$ cat src/rtl/clock_pkg.sv
// clock_pkg: shared constants for the digital clock board.
// Contents:
//   BTN_0..BTN_3, BTN_MODE  button channel indices
//   DEBOUNCE_10MS, LONG_1S,  default cycle counts at CLK_HZ
//   REPEAT_200MS
//   hold_state_t            per-button hold FSM encodings
package clock_pkg;
   localparam int CLK_HZ        = 50_000_000;
   localparam int BTN_0         = 0;
   localparam int BTN_1         = 1;
   localparam int BTN_2         = 2;
   localparam int BTN_3         = 3;
   localparam int BTN_MODE      = BTN_3;
   localparam int DEBOUNCE_10MS = CLK_HZ / 100;
   localparam int LONG_1S       = CLK_HZ;
   localparam int REPEAT_200MS  = CLK_HZ / 5;
   typedef enum logic [1:0] {
      HOLD_IDLE   = 2'b00,
      HOLD_HELD   = 2'b01,
      HOLD_REPEAT = 2'b10
   } hold_state_t;
endpackage

$ cat src/rtl/btn_channel.sv
// btn_channel: one button channel with a synchroniser, a debouncer and a hold FSM.
// Ports:
//   clk, reset  clock and synchronous active-low reset
//   i_raw       raw asynchronous pin, 0 = pressed
//   o_level     debounced level, 0 = pressed, idle 1
//   o_press     one-cycle pulse when the level goes to 0
//   o_release   one-cycle pulse when the level goes to 1
//   o_long      one-cycle pulse LONG_CYC cycles after o_press
//   o_repeat    one-cycle pulse every REPEAT_CYC cycles after o_long while held
module btn_channel
   import clock_pkg::*;
#(
   parameter int DEBOUNCE_CYC = DEBOUNCE_10MS,
   parameter int LONG_CYC     = LONG_1S,
   parameter int REPEAT_CYC   = REPEAT_200MS
) (
   input  logic clk,
   input  logic reset,
   input  logic i_raw,
   output logic o_level,
   output logic o_press,
   output logic o_release,
   output logic o_long,
   output logic o_repeat
);
   localparam int DW = $clog2(DEBOUNCE_CYC + 1);
   localparam int HW = $clog2(LONG_CYC + 1);
   localparam int RW = $clog2(REPEAT_CYC + 1);

   logic [1:0]    r_sync;
   logic          r_level;
   logic [DW-1:0] r_db_cnt;
   hold_state_t   r_state;
   hold_state_t   w_state_nxt;
   logic [HW-1:0] r_hold_cnt;
   logic [HW-1:0] w_hold_nxt;
   logic [RW-1:0] r_rep_cnt;
   logic [RW-1:0] w_rep_nxt;
   logic          r_press;
   logic          r_release;
   logic          r_long;
   logic          r_repeat;
   logic          w_long_nxt;
   logic          w_repeat_nxt;
   logic          w_diff;
   logic          w_flip;
   logic          w_press;
   logic          w_release;

   // The counter tracks differing cycles already seen. The flip needs one more
   // differing cycle beyond a full count, which gives the DEBOUNCE_CYC+2 latency.
   assign w_diff    = r_sync[1] ^ r_level;
   assign w_flip    = w_diff && (r_db_cnt == DW'(DEBOUNCE_CYC));
   assign w_press   = w_flip && r_level;
   assign w_release = w_flip && !r_level;

   always_ff @(posedge clk) begin
      if (!reset) begin
         r_sync    <= 2'b11;
         r_level   <= 1'b1;
         r_db_cnt  <= '0;
         r_press   <= 1'b0;
         r_release <= 1'b0;
      end else begin
         r_sync    <= {r_sync[0], i_raw};
         r_db_cnt  <= (w_diff && !w_flip) ? r_db_cnt + DW'(1) : '0;
         r_level   <= r_level ^ w_flip;
         r_press   <= w_press;
         r_release <= w_release;
      end
   end

   always_ff @(posedge clk) begin
      if (!reset) begin
         r_state    <= HOLD_IDLE;
         r_hold_cnt <= '0;
         r_rep_cnt  <= '0;
         r_long     <= 1'b0;
         r_repeat   <= 1'b0;
      end else begin
         r_state    <= w_state_nxt;
         r_hold_cnt <= w_hold_nxt;
         r_rep_cnt  <= w_rep_nxt;
         r_long     <= w_long_nxt;
         r_repeat   <= w_repeat_nxt;
      end
   end

   // A release is checked before the long and repeat terminal counts, so it
   // suppresses any long or repeat pulse due in the same cycle.
   always_comb begin
      w_state_nxt  = r_state;
      w_hold_nxt   = r_hold_cnt;
      w_rep_nxt    = r_rep_cnt;
      w_long_nxt   = 1'b0;
      w_repeat_nxt = 1'b0;
      case (r_state)
         HOLD_IDLE: begin
            if (w_press) begin
               w_state_nxt = HOLD_HELD;
               w_hold_nxt  = '0;
            end
         end
         HOLD_HELD: begin
            if (w_release) begin
               w_state_nxt = HOLD_IDLE;
               w_hold_nxt  = '0;
            end else if (r_hold_cnt == HW'(LONG_CYC - 1)) begin
               w_state_nxt = HOLD_REPEAT;
               w_long_nxt  = 1'b1;
               w_rep_nxt   = '0;
            end else begin
               w_hold_nxt = r_hold_cnt + HW'(1);
            end
         end
         HOLD_REPEAT: begin
            if (w_release) begin
               w_state_nxt = HOLD_IDLE;
               w_hold_nxt  = '0;
               w_rep_nxt   = '0;
            end else if (r_rep_cnt == RW'(REPEAT_CYC - 1)) begin
               w_repeat_nxt = 1'b1;
               w_rep_nxt    = '0;
            end else begin
               w_rep_nxt = r_rep_cnt + RW'(1);
            end
         end
         default: begin
            w_state_nxt = HOLD_IDLE;
            w_hold_nxt  = '0;
            w_rep_nxt   = '0;
         end
      endcase
   end

   assign o_level   = r_level;
   assign o_press   = r_press;
   assign o_release = r_release;
   assign o_long    = r_long;
   assign o_repeat  = r_repeat;
endmodule

$ cat src/rtl/btn_conditioner.sv
// btn_conditioner: synchronises, debounces and classifies all board push-buttons.
// Ports:
//   clk, reset   clock and synchronous active-low reset
//   btn_raw      raw active-low pins, one bit per button
//   btn_level    debounced active-low levels, idle all ones
//   btn_press    one-cycle press pulses
//   btn_release  one-cycle release pulses
//   btn_long     one-cycle long-press pulses
//   btn_repeat   one-cycle auto-repeat pulses
module btn_conditioner
   import clock_pkg::*;
#(
   parameter int N_BTN        = 4,
   parameter int DEBOUNCE_CYC = DEBOUNCE_10MS,
   parameter int LONG_CYC     = LONG_1S,
   parameter int REPEAT_CYC   = REPEAT_200MS
) (
   input  logic             clk,
   input  logic             reset,
   input  logic [N_BTN-1:0] btn_raw,
   output logic [N_BTN-1:0] btn_level,
   output logic [N_BTN-1:0] btn_press,
   output logic [N_BTN-1:0] btn_release,
   output logic [N_BTN-1:0] btn_long,
   output logic [N_BTN-1:0] btn_repeat
);
   for (genvar g = 0; g < N_BTN; g++) begin : g_ch
      btn_channel #(
         .DEBOUNCE_CYC (DEBOUNCE_CYC),
         .LONG_CYC     (LONG_CYC),
         .REPEAT_CYC   (REPEAT_CYC)
      ) u_ch (
         .clk       (clk),
         .reset     (reset),
         .i_raw     (btn_raw[g]),
         .o_level   (btn_level[g]),
         .o_press   (btn_press[g]),
         .o_release (btn_release[g]),
         .o_long    (btn_long[g]),
         .o_repeat  (btn_repeat[g])
      );
   end
endmodule

$ cat config.mk
export PLATFORM = sky130hd
export DESIGN_NAME = btn_conditioner
export DESIGN_NICKNAME = d
export VERILOG_FILES = /design/src/rtl/clock_pkg.sv /design/src/rtl/btn_channel.sv /design/src/rtl/btn_conditioner.sv
export SDC_FILE = /design/constraint.sdc
export NUM_CORES = 1
export LEC_CHECK = 0
export CAP_MARGIN = 5
export CORE_MARGIN = 4
export CORE_UTILIZATION = 63
export DETAILED_ROUTE_END_ITERATION = 10
export GPL_TIMING_DRIVEN = 0
export PLACE_DENSITY_LB_ADDON = 0.08
export SLEW_MARGIN = 20
export SYNTH_ARGS = -nofsm -noshare
export SYNTH_HDL_FRONTEND = slang
export SYNTH_SLANG_ARGS = --single-unit
$ cat constraint.sdc
create_clock -name clk -period 3.2 [get_ports clk]
set_input_delay 0.64 -clock clk [delete_from_list [all_inputs] [get_ports clk]]
set_output_delay 0.64 -clock clk [all_outputs]
set_load 0.02 [all_outputs]
# Word level (Yosys, flattened, before mapping)

Cells that the tools add are included.

Flip-flop bits (word level): 312
Latch bits: 0
RAM bits: 0
ROM bits: 0
Bits of input ports: 6
Output and inout port bits: 20
Word-level logic and storage cells: 237
Memories: 0

$add $sub $neg: 12
Multiply operators: 0
Div/mod/pow operators: 0
$lt $le $gt $ge: 0
Equality and inequality tests: 44
Shifts and indexed selects: 0
Mux-type cells: 68
Bitwise logic cells: 21
Reduce and logical (&&, ||, !) cells: 52

Operators by type and width:

| operator                                             | count |
|---|---|
| 2-to-1 mux 26 bit                                    | 16 |
| 2-to-1 mux 24 bit                                    | 16 |
| case mux 26 bit (3 select lines)                     | 4 |
| case mux 24 bit (3 select lines)                     | 4 |
| adder 26 x 1 -> 26 bit (second input constant)       | 4 |
| equality test 26 bit (second input constant)         | 4 |
| adder 24 x 1 -> 24 bit (second input constant)       | 4 |
| equality test 24 bit (second input constant)         | 4 |
| adder 19 x 1 -> 19 bit (second input constant)       | 4 |
| equality test 19 bit (second input constant)         | 4 |
| AND reduction 3 bit                                  | 12 |
| 2-to-1 mux 2 bit                                     | 16 |
| != test 2 x 1 -> 1 bit (second input constant)       | 12 |
| case mux 2 bit (3 select lines)                      | 4 |
| OR reduction 3 bit                                   | 8 |
| logical AND 1 bit                                    | 16 |
| inverter 1 bit                                       | 13 |
| != test 3 x 1 -> 1 bit (second input constant)       | 4 |
| != test 3 x 2 -> 1 bit (second input constant)       | 4 |
| equality test 2 x 1 -> 1 bit (second input constant) | 4 |
| equality test 2 bit (second input constant)          | 4 |
| logical NOT 1 bit                                    | 8 |
| logical NOT 2 bit                                    | 4 |
| 2-to-1 mux 1 bit                                     | 8 |
| 3 further kinds                                      | 16 |

# Longest topological paths before layout

Gate-level depths: netlist (run 1).

Word-level depth: 5
Depth in mapped cells: 10

# Cells and area by module

A second synthesis (run 1) with hierarchy kept.

Cell total of the unflattened synthesis: 1922
Area total of the unflattened synthesis: 16288.1 sq um

Modules (own cells, without submodules):

| module                          | times used | cells an instance | area an instance (sq um) | seq. area each (sq um) |
|---|---|---|---|---|
| btn_channel at g_ch[0].u_ch ... | 3          | 479               | 4085.2                   | 1561.5 |
| btn_channel at g_ch[3].u_ch     | 1          | 485               | 4032.6                   | 1561.5 |

# Worst setup path before layout (run 1)

No wires, ideal clock.

Kind: reg-to-reg
From: register g_ch[3].u_ch.r_hold_cnt[0]
To: register g_ch[3].u_ch.r_rep_cnt[14]
Setup time: 0.069 ns
Arrival: 2.196 ns
Path slack: 0.935 ns
Stages on the path, launching flop included: 8
Buffers on the path: 0
Clock period less this slack: 2.265 ns
Cell sequence: dfxtp_1 -> ha_1 -> and3_1 -> nand4_1 -> a2111oi_4 -> nor2_4 -> or4_4 -> a21oi_2

Longest elaborated chain between the ends: 3

RTL lines:

| what                             | line               | RTL |
|---|---|---|
| start: declaration               | btn_channel.sv:35  | `logic [HW-1:0] r_hold_cnt;` |
| start signal: assignment         | btn_channel.sv:82  | `r_hold_cnt <= w_hold_nxt;` |
| equality test 26 bit             | btn_channel.sv:108 | `end else if (r_hold_cnt == HW'(LONG_CYC - 1)) begin` |
| != test 2 x 1 -> 1 bit (no line) | --                 |  |
| AND reduction 3 bit (no line)    | --                 |  |
| end signal: assignment           | btn_channel.sv:83  | `r_rep_cnt <= w_rep_nxt;` |
| end: declaration                 | btn_channel.sv:37  | `logic [RW-1:0] r_rep_cnt;` |

Every way passes these cells.
A chain may end at the register's enable or synchronous reset.

==> reports/qor.json, run 1 <==
{
  "skew": {"value": 0.01612, "unit": "ns"},
  "num_vias": {"value": 14320},
  "timing_worst_setup_path_type": {"value": "in2reg"},
  "total_leakage_power": {"value": 5.711, "unit": "nW"},
  "avgViaCountPerCell": {"value": 6.204},
  "die_h": {"value": 165.0, "unit": "µm"},
  "drive_above_1_share": {"value": 5.847, "unit": "%"},
  "io-pin-count": {"value": 26},
  "switching_share": {"value": 20.38, "unit": "%"},
  "power_frac_comb": {"value": 1.6, "unit": "%"},
  "detailed_place_hpwl": {"value": 24.96, "unit": "mm"},
  "seq_pwr_share": {"value": 47.4, "unit": "%"},
  "final_period_minus_worst_setup_slack": {"value": 2.934, "unit": "ns"},
  "ant_diodes": {"value": 0},
  "tritoncts": {"value": "done"},
  "die_width": {"value": 165.0, "unit": "µm"},
  "worst_setup_path_end_kind": {"value": "flop"},
  "final.hold.worst_slack": {"value": 0.4061, "unit": "ns"},
  "die-area": {"value": 27230, "unit": "µm²"},
  "grt_start_max_net_pins": {"value": 20},
  "outcome": {"value": "finished clean"},
  "worst_hold_startpoint": {"value": "g_ch[3].u_ch.r_sync[0]$_SDFF_PN1_"},
  "synth-edff-count": {"value": 0},
  "post_synth_main_area_contributors": {"value": "dfxtp_1 (40%), nor2_1 (5.1%), nand2_1 (4.4%)"},
  "yosys.cell_types.count": {"value": 87},
  "finish.net_count": {"value": 1983},
  "timing_hold_violations_final": {"value": 0},
  "synth_top_area_cell": {"value": "dfxtp_1"},
  "syn_nets": {"value": 1922},
  "timing.final.crit_share": {"value": 91.69, "unit": "%"},
  "asyncSetResetFlopFracSynth": {"value": 0, "unit": "%"},
  "track_usage": {"value": 26.74, "unit": "%"},
  "grt_setup_unrepaired": {"value": "false"},
  "worstSkewPairLatency": {"value": 0.51, "unit": "ns"},
  "totalWireLength": {"value": 36.83, "unit": "mm"},
  "r2r-start": {"value": "g_ch[1].u_ch.r_db_cnt[0]$_SDFF_PN0_"},
  "postSynth.topFlopCell": {"value": "dfxtp_1"},
  "synth_common_cells": {"value": "dfxtp_1 (312), nor2_1 (210), nand2_1 (184)"},
  "max_cap_violations": {"value": 0},
  "cts-root-buf": {"value": "clkbuf_16"},
  "synth.yosys.seq_area_share": {"value": 40.22, "unit": "%"},
  "antenna_found_initial": {"value": 0},
  "register_bit_count_reported_by_yosys": {"value": 312},
  "globalRoute.totalOverflow": {"value": 0},
  "cts_inserted_buffers": {"value": 35},
  "fill_cells": {"value": 1904},
  "drt_first_iter_violations": {"value": 1256},
  "switchingPower": {"value": 0.001677, "unit": "W"},
  "layout.cell_area.non_filler": {"value": 17400, "unit": "µm²"},
  "slew_violations": {"value": 0},
  "synth_area_per_cell": {"value": 8.174, "unit": "µm²"},
  "worst_pin_slew": {"value": 0.9023, "unit": "ns"},
  "post-synth-top-count-cell": {"value": "dfxtp_1"},
  "detail_route.drc_violations": {"value": 0},
  "internal_power": {"value": 0.006553, "unit": "W"},
  "initial_core_util": {"value": 63.86, "unit": "%"},
  "drt_first_pass_iters": {"value": 8},
  "achievable-frequency": {"value": 340.8, "unit": "MHz"},
  "grt_pass1_wl": {"value": 62.33, "unit": "mm"},
  "max_slew_margin": {"value": 39.85, "unit": "%"},
  "cts_resized": {"value": 3},
  "postSynthCellCount": {"value": 1900},
  "port-buffer-count": {"value": 25},
  "cts-root-to-sink-buffers": {"value": 3},
  "pwr-share-clk": {"value": 51.0, "unit": "%"},
  "powerDensity": {"value": 473.1, "unit": "nW/µm²"},
  "post_synth_design_cell_area": {"value": 15530, "unit": "µm²"},
  "syn_to_final_growth": {"value": 12.01, "unit": "%"},
  "placed_area": {"value": 16190, "unit": "µm²"},
  "gpl.final_weighted_congestion": {"value": 0.9117},
  "grt_pass1_vias": {"value": 13140},
  "fp.coreArea": {"value": 24320, "unit": "µm²"},
  "hold_path.class": {"value": "reg2reg"},
  "numClockSinks": {"value": 312},
  "crit_start": {"value": "reset"},
  "num_rows": {"value": 57},
  "ant_nets": {"value": 0},
  "post_drt_wl_per_cell": {"value": 15.96, "unit": "µm"},
  "setup_viol": {"value": 0},
  "yosys.area.top_type_share": {"value": 40.22, "unit": "%"},
  "critical_path_peak_fanout": {"value": 19},
  "clock_tree.htree_level_count": {"value": 2},
  "post_cts_buffers": {"value": 0},
  "cp_data_required_time": {"value": 3.63, "unit": "ns"},
  "ys.warnings.count": {"value": 0},
  "clk_transition_reported_paths": {"value": 0.06, "unit": "ns"},
  "category_of_the_worst_setup_path_launch_point": {"value": "primary input"},
  "cp.arrival": {"value": 3.36, "unit": "ns"},
  "vdd_ir_drop_max": {"value": 0.0004640, "unit": "V"},
  "hold_buffers": {"value": 0}
}
==> area by class of cell <==
class                   instances  area [µm²]  share of cell area [%]
clock buffers                  49        1021                   5.869
flip-flops and latches        312        6246                   35.91
plain buffers                  92       441.7                   2.539
inverters                      47       176.4                   1.014
multi-input cells            1448        8668                   49.83
well taps                     324       405.4                   2.330
clock inverters                11       186.4                   1.072
repair buffers                 25       250.2                   1.439
==> power by group through the flow <==
stage / logic (W) / registers [W] / clock network (W)
final: 0.000132 / 0.00390 / 0.00420
after detailed placement: 0.000131 / 0.00398 / 0
after global placement: 0.000128 / 0.00398 / 0
after floorplan: 0.0000800 / 0.00398 / 0
after global routing: 0.000144 / 0.00390 / 0.00444
after CTS: 0.000131 / 0.00390 / 0.00428
==> worst max-delay path: stages <==
cell and delay, ns:
clkdlybuf4s50_1 0.64, clkbuf_2 0.52, nand3b_1 0.29, nor2_1 0.56, clkbuf_1 0.42, nand3_1 0.15, mux2i_1 0.14
==> layout by cell type (no fill, tap or decap), types with 10 or more instances in the layout <==
cell type          n
nor4_1            19
nor4b_1           15
nor2b_1           20
nand2b_1          18
clkbuf_16         37
dfxtp_1          312
o21ai_0           79
inv_1             47
nor3b_1           13
nand4_1           61
xnor2_1           38
clkbuf_1          65
a31oi_1           51
mux2i_1           10
nand3_1          124
a21oi_1           87
or3_1             30
o21ai_1           26
ha_1              16
and3_1            58
o31ai_1           36
o211ai_1          37
nand2_1          184
clkdlybuf4s50_1   25
nor3_1            50
and4_1            29
nor2_1           210
a21o_1            13
buf_4             21
and2_1            19
xor2_1            60
==> stage by stage <==
step	std cells	TNS, ns	utilization, %	setup slack [ns]	power (W)
finish	2308	0	71.53	0.2660	0.008231
global route	2308	0	71.53	0.07855	0.008477
CTS	2308	0	71.53	0.3312	0.008304
detailed placement	2249	-85.41	66.55	-1.131	0.004114
global placement	2249	-78.73	66.55	-1.067	0.004111
floorplan	1900	0	-	0.9351	0.004062
==> cell families after synthesis <==
kind of cell	share of synthesized area [%]
AO/OA/AOI/OAI	17.51
XOR/XNOR	5.527
adder cells (fa/ha/maj)	1.289
buffers and inverters	3.988
flip-flops	40.22
multiplexers	0.9346
AND/OR/NAND/NOR	30.54
==> flip-flops by register name (all words and copies together), names as in the netlist, named ones only <==
register / flops
g_ch.u_ch.r_state: 8
g_ch.u_ch.o_repeat: 4
g_ch.u_ch.r_db_cnt: 76
g_ch.u_ch.r_hold_cnt: 104
g_ch.u_ch.o_long: 4
g_ch.u_ch.r_rep_cnt: 96
g_ch.u_ch.o_release: 4
g_ch.u_ch.r_sync: 8
g_ch.u_ch.o_press: 4
==> final timing paths <==
kind | to | slack (ns) | depth (start not counted)
min | g_ch[3].u_ch.r_sync[1]$_SDFF_PN1_ | 0.41 | 1
max reg2reg | g_ch[1].u_ch.r_rep_cnt[6]$_SDFFE_PN0P_ | 0.37 | 9
min reg2reg | g_ch[3].u_ch.r_sync[1]$_SDFF_PN1_ | 0.41 | 1
max | g_ch[3].u_ch.r_rep_cnt[17]$_SDFFE_PN0P_ | 0.27 | 7
==> per-layer routing <==
| metal | share of wire, % | GRT usage, % | wire (µm) |
|---|---|---|---|
| met5 | 0 | 0 | 0 |
| met4 | 2.1 | 7.675 | 779 |
| met3 | 5.9 | 3.519 | 2176 |
| met2 | 46 | 43.04 | 16830 |
| met1 | 46 | 37.69 | 17040 |
Power figures use the tool's default switching activity.
==> run 2, diff against run 1 <==
Settings changed: CORE_MARGIN 4 to 8, CORE_UTILIZATION 63 to 65.
Clock period 3.2 ns to 3.5 ns, I/O delays scaled along.
==> run 2 against run 1 <==
Net effect:
- critical path type unchanged
- clock power decreased by 14%
- worst setup slack got worse by 0.098 ns
- sequential power decreased by 8.7%
==> reports/qor.json, run 2 (synthesis gave the netlist of run 1 again) <==
{
  "syn_to_final_growth": {"value": 11.54, "unit": "%"},
  "num_vias": {"value": 14400, "change": "+0.56%"},
  "r2r_end": {"value": "g_ch[3].u_ch.r_hold_cnt[17]$_SDFFE_PN0P_"},
  "fin_ws": {"value": 0.1685, "unit": "ns", "change": "-0.09752 ns"},
  "outcome": {"value": "finished clean"},
  "hold_depth": {"value": 1, "change": "unchanged"},
  "critical_path_peak_fanout": {"value": 10, "change": "-9"},
  "die-area": {"value": 29090, "unit": "µm²", "change": "+6.9%"},
  "final_period_minus_worst_setup_slack": {"value": 3.332, "unit": "ns"},
  "cp.arrival": {"value": 3.74, "unit": "ns", "change": "+0.38 ns"},
  "antenna_found_initial": {"value": 0, "change": "unchanged"},
  "totalWireLength": {"value": 37.01, "unit": "mm", "change": "+0.51%"},
  "fp.coreArea": {"value": 23470, "unit": "µm²", "change": "-3.5%"},
  "power_frac_comb": {"value": 1.7, "unit": "%", "change": "about the same"},
  "gpl.final_weighted_congestion": {"value": 0.9277, "change": "+1.8%"},
  "total_leakage_power": {"value": 5.683, "unit": "nW", "change": "-0.48%"},
  "fill_cells": {"value": 1823, "change": "-4.3%"},
  "cp_slowest_cell": {"value": "clkbuf_1"},
  "category_of_the_worst_setup_path_launch_point": {"value": "primary input"},
  "switchingPower": {"value": 0.001509, "unit": "W", "change": "-10%"},
  "skew": {"value": 0.01061, "unit": "ns", "change": "-0.005510 ns"},
  "initial_core_util": {"value": 66.16, "unit": "%", "change": "+2.3 points"},
  "max_slew_margin": {"value": 37.17, "unit": "%", "change": "-2.7 points"},
  "achievable-frequency": {"value": 300.2, "unit": "MHz"},
  "timing_worst_setup_path_type": {"value": "in2reg"},
  "vdd_ir_drop_max": {"value": 0.0003777, "unit": "V", "change": "-19%"},
  "largest_register": {"value": "g_ch.u_ch.r_hold_cnt"},
  "drive_above_1_share": {"value": 5.853, "unit": "%", "change": "+0.0059 points"},
  "globalRoute.totalOverflow": {"value": 0, "change": "unchanged"},
  "finish.net_count": {"value": 1983, "change": "unchanged"},
  "slew_violations": {"value": 0, "change": "unchanged"},
  "cts_inserted_buffers": {"value": 34, "change": "-2.9%"},
  "largest_register_ffs": {"value": 104, "change": "unchanged"},
  "io-pin-count": {"value": 26, "change": "unchanged"},
  "worstSkewPairLatency": {"value": 0.51, "unit": "ns", "change": "about the same"},
  "crit_path_max_incr_delay": {"value": 0.63, "unit": "ns", "change": "about the same"},
  "finalCoreUtilization": {"value": 73.80, "unit": "%", "change": "+2.3 points"},
  "detailed_place_hpwl": {"value": 25.24, "unit": "mm", "change": "+1.1%"},
  "whs_endpoint": {"value": "g_ch[3].u_ch.r_sync[1]$_SDFF_PN1_"},
  "timing_hold_violations_final": {"value": 0, "change": "unchanged"},
  "switching_share": {"value": 20.68, "unit": "%", "change": "+0.31 points"},
  "drt_first_iter_violations": {"value": 1389, "change": "+11%"},
  "setup_viol": {"value": 0, "change": "unchanged"},
  "port-buffer-count": {"value": 25, "change": "unchanged"},
  "worst_hold_startpoint": {"value": "g_ch[3].u_ch.r_sync[0]$_SDFF_PN1_"},
  "worst_setup_path_end_kind": {"value": "flop"},
  "post_drt_wl_per_cell": {"value": 16.09, "unit": "µm", "change": "+0.82%"},
  "clk_transition_reported_paths": {"value": 0.06, "unit": "ns", "change": "about the same"},
  "timing.critical_path.mode_cell": {"value": "clkbuf_1"},
  "pre_cts_ws": {"value": -0.8197, "unit": "ns", "change": "+0.3112 ns"},
  "ant_diodes": {"value": 0, "change": "unchanged"},
  "cp_data_required_time": {"value": 3.91, "unit": "ns", "change": "+0.28 ns"},
  "r2r-start": {"value": "g_ch[3].u_ch.r_hold_cnt[0]$_SDFFE_PN0P_"},
  "track_usage": {"value": 24.86, "unit": "%", "change": "-1.9 points"},
  "post_cts_buffers": {"value": 0, "change": "unchanged"},
  "clock_tree.htree_level_count": {"value": 2, "change": "unchanged"},
  "layout_commonest_cell": {"value": "dfxtp_1"},
  "r2r_setup_slack": {"value": 0.63, "unit": "ns", "change": "+0.26 ns"},
  "rr_worst_depth": {"value": 8, "change": "-1"},
  "worst_pin_slew": {"value": 0.9424, "unit": "ns", "change": "+0.04005 ns"},
  "avgViaCountPerCell": {"value": 6.257, "change": "+0.86%"},
  "numClockSinks": {"value": 312, "change": "unchanged"},
  "hold_buffers": {"value": 0, "change": "unchanged"},
  "cts-root-to-sink-buffers": {"value": 3, "change": "unchanged"},
  "drt_first_pass_iters": {"value": 6, "change": "-2"},
  "grt_pass1_wl": {"value": 62.00, "unit": "mm", "change": "-0.53%"},
  "die_h": {"value": 170.6, "unit": "µm", "change": "+3.4%"},
  "grt_pass1_vias": {"value": 13150, "change": "+0.053%"},
  "num_rows": {"value": 56, "change": "-1.8%"},
  "cts-root-buf": {"value": "clkbuf_16"},
  "powerDensity": {"value": 421.1, "unit": "nW/µm²", "change": "-11%"},
  "tritoncts": {"value": "done"},
  "top_regs": {"value": "g_ch.u_ch.r_hold_cnt x104, g_ch.u_ch.r_rep_cnt x96, g_ch.u_ch.r_db_cnt x76"},
  "grt_start_max_net_pins": {"value": 14, "change": "-30%"},
  "grt_setup_unrepaired": {"value": "false"},
  "timing.final.crit_share": {"value": 95.19, "unit": "%"},
  "pwr-share-clk": {"value": 49.5, "unit": "%", "change": "-1.5 points"},
  "ant_nets": {"value": 0, "change": "unchanged"},
  "seq_pwr_share": {"value": 48.8, "unit": "%", "change": "+1.4 points"},
  "mostFrequentLayoutCells": {"value": "dfxtp_1 (312), nor2_1 (210), nand2_1 (184)"},
  "max_cap_violations": {"value": 0, "change": "unchanged"},
  "detail_route.drc_violations": {"value": 0, "change": "unchanged"},
  "crit_chain": {"value": "clkdlybuf4s50_1 -> clkbuf_1 -> clkbuf_2 -> nand2_1 -> a21oi_2 -> clkbuf_1 -> o211ai_1 -> o31ai_1"},
  "hold_path.class": {"value": "reg2reg"},
  "die_width": {"value": 170.6, "unit": "µm", "change": "+3.4%"},
  "internal_power": {"value": 0.005785, "unit": "W", "change": "-12%"},
  "cts_resized": {"value": 4, "change": "+1"}
}
run 2: cell types whose count changed in the layout (fill, tap and decap cells not counted), sizes merged:
cell	before	now
bufinv	5	1
clkbuf	109	113
clkinv	4	3
inv	48	47
run 2: through the flow:
stage          instances  setup TNS [ns]  power (W)  cell area [µm²]  hold WS (ns)
3_3_place_gp        2244          -38.16   0.003758            16180        0.3880
2_1_floorplan       1900               0   0.003714            15530        0.3863
3_5_place_dp        2244          -37.62   0.003760            16180        0.3938
5_1_grt             2301               0   0.007513            17320        0.4085
6_report            2301               0   0.007294            17320        0.4032
4_1_cts             2301               0   0.007348            17320        0.4084
run 2: critical path: cells and delay by family:
family          cells  cell delay, ns
compound gates      3            0.73
buf+inv             4            2.13
simple gates        1            0.16
run 2: power by group through the flow:
stage | Sequential, W | Combinational (W) | Clock [W]
final | 0.00356 | 0.000121 | 0.00361
after global routing | 0.00356 | 0.000131 | 0.00382
after CTS | 0.00356 | 0.000120 | 0.00367
after detailed placement | 0.00364 | 0.000119 | 0
after global placement | 0.00364 | 0.000117 | 0
after floorplan | 0.00364 | 0.0000731 | 0
run 2: metal layers:
layer / vias to the layer above / track usage (%) / share of wire, %
met4: 0 / 8.200 / 2.3
li1: 7076 / - / -
met3: 77 / 3.780 / 6.1
met5: - / 0 / 0
met1: 6787 / 32.98 / 45
met2: 458 / 40.92 / 46
run 2: worst max-delay path by stage:
stage	cells past startpoint	to	slack, ns	from
2_1_floorplan	7	g_ch[2].u_ch.r_hold_cnt[12]$_SDFFE_PN0P_	1.19	reset
3_3_place_gp	6	g_ch[1].u_ch.o_press$_SDFF_PN0_	-0.84	reset
3_5_place_dp	7	g_ch[1].u_ch.r_hold_cnt[18]$_SDFFE_PN0P_	-0.82	reset
4_1_cts	8	g_ch[2].u_ch.r_hold_cnt[19]$_SDFFE_PN0P_	0.24	reset
5_1_grt	8	g_ch[2].u_ch.r_hold_cnt[23]$_SDFFE_PN0P_	0.02	reset
6_report	8	g_ch[2].u_ch.r_hold_cnt[23]$_SDFFE_PN0P_	0.17	reset
run 2: final cells by class:
type,instances,area [µm²],share of cell area (%)
Multi-Input combinational cell,1448,8668,50.04
Sequential cell,312,6246,36.06
Clock buffer,52,1082,6.248
Buffer,93,446.7,2.579
Tap cell,319,399.1,2.304
Timing Repair Buffer,25,250.2,1.445
Inverter,47,176.4,1.018
Clock inverter,5,52.55,0.3034
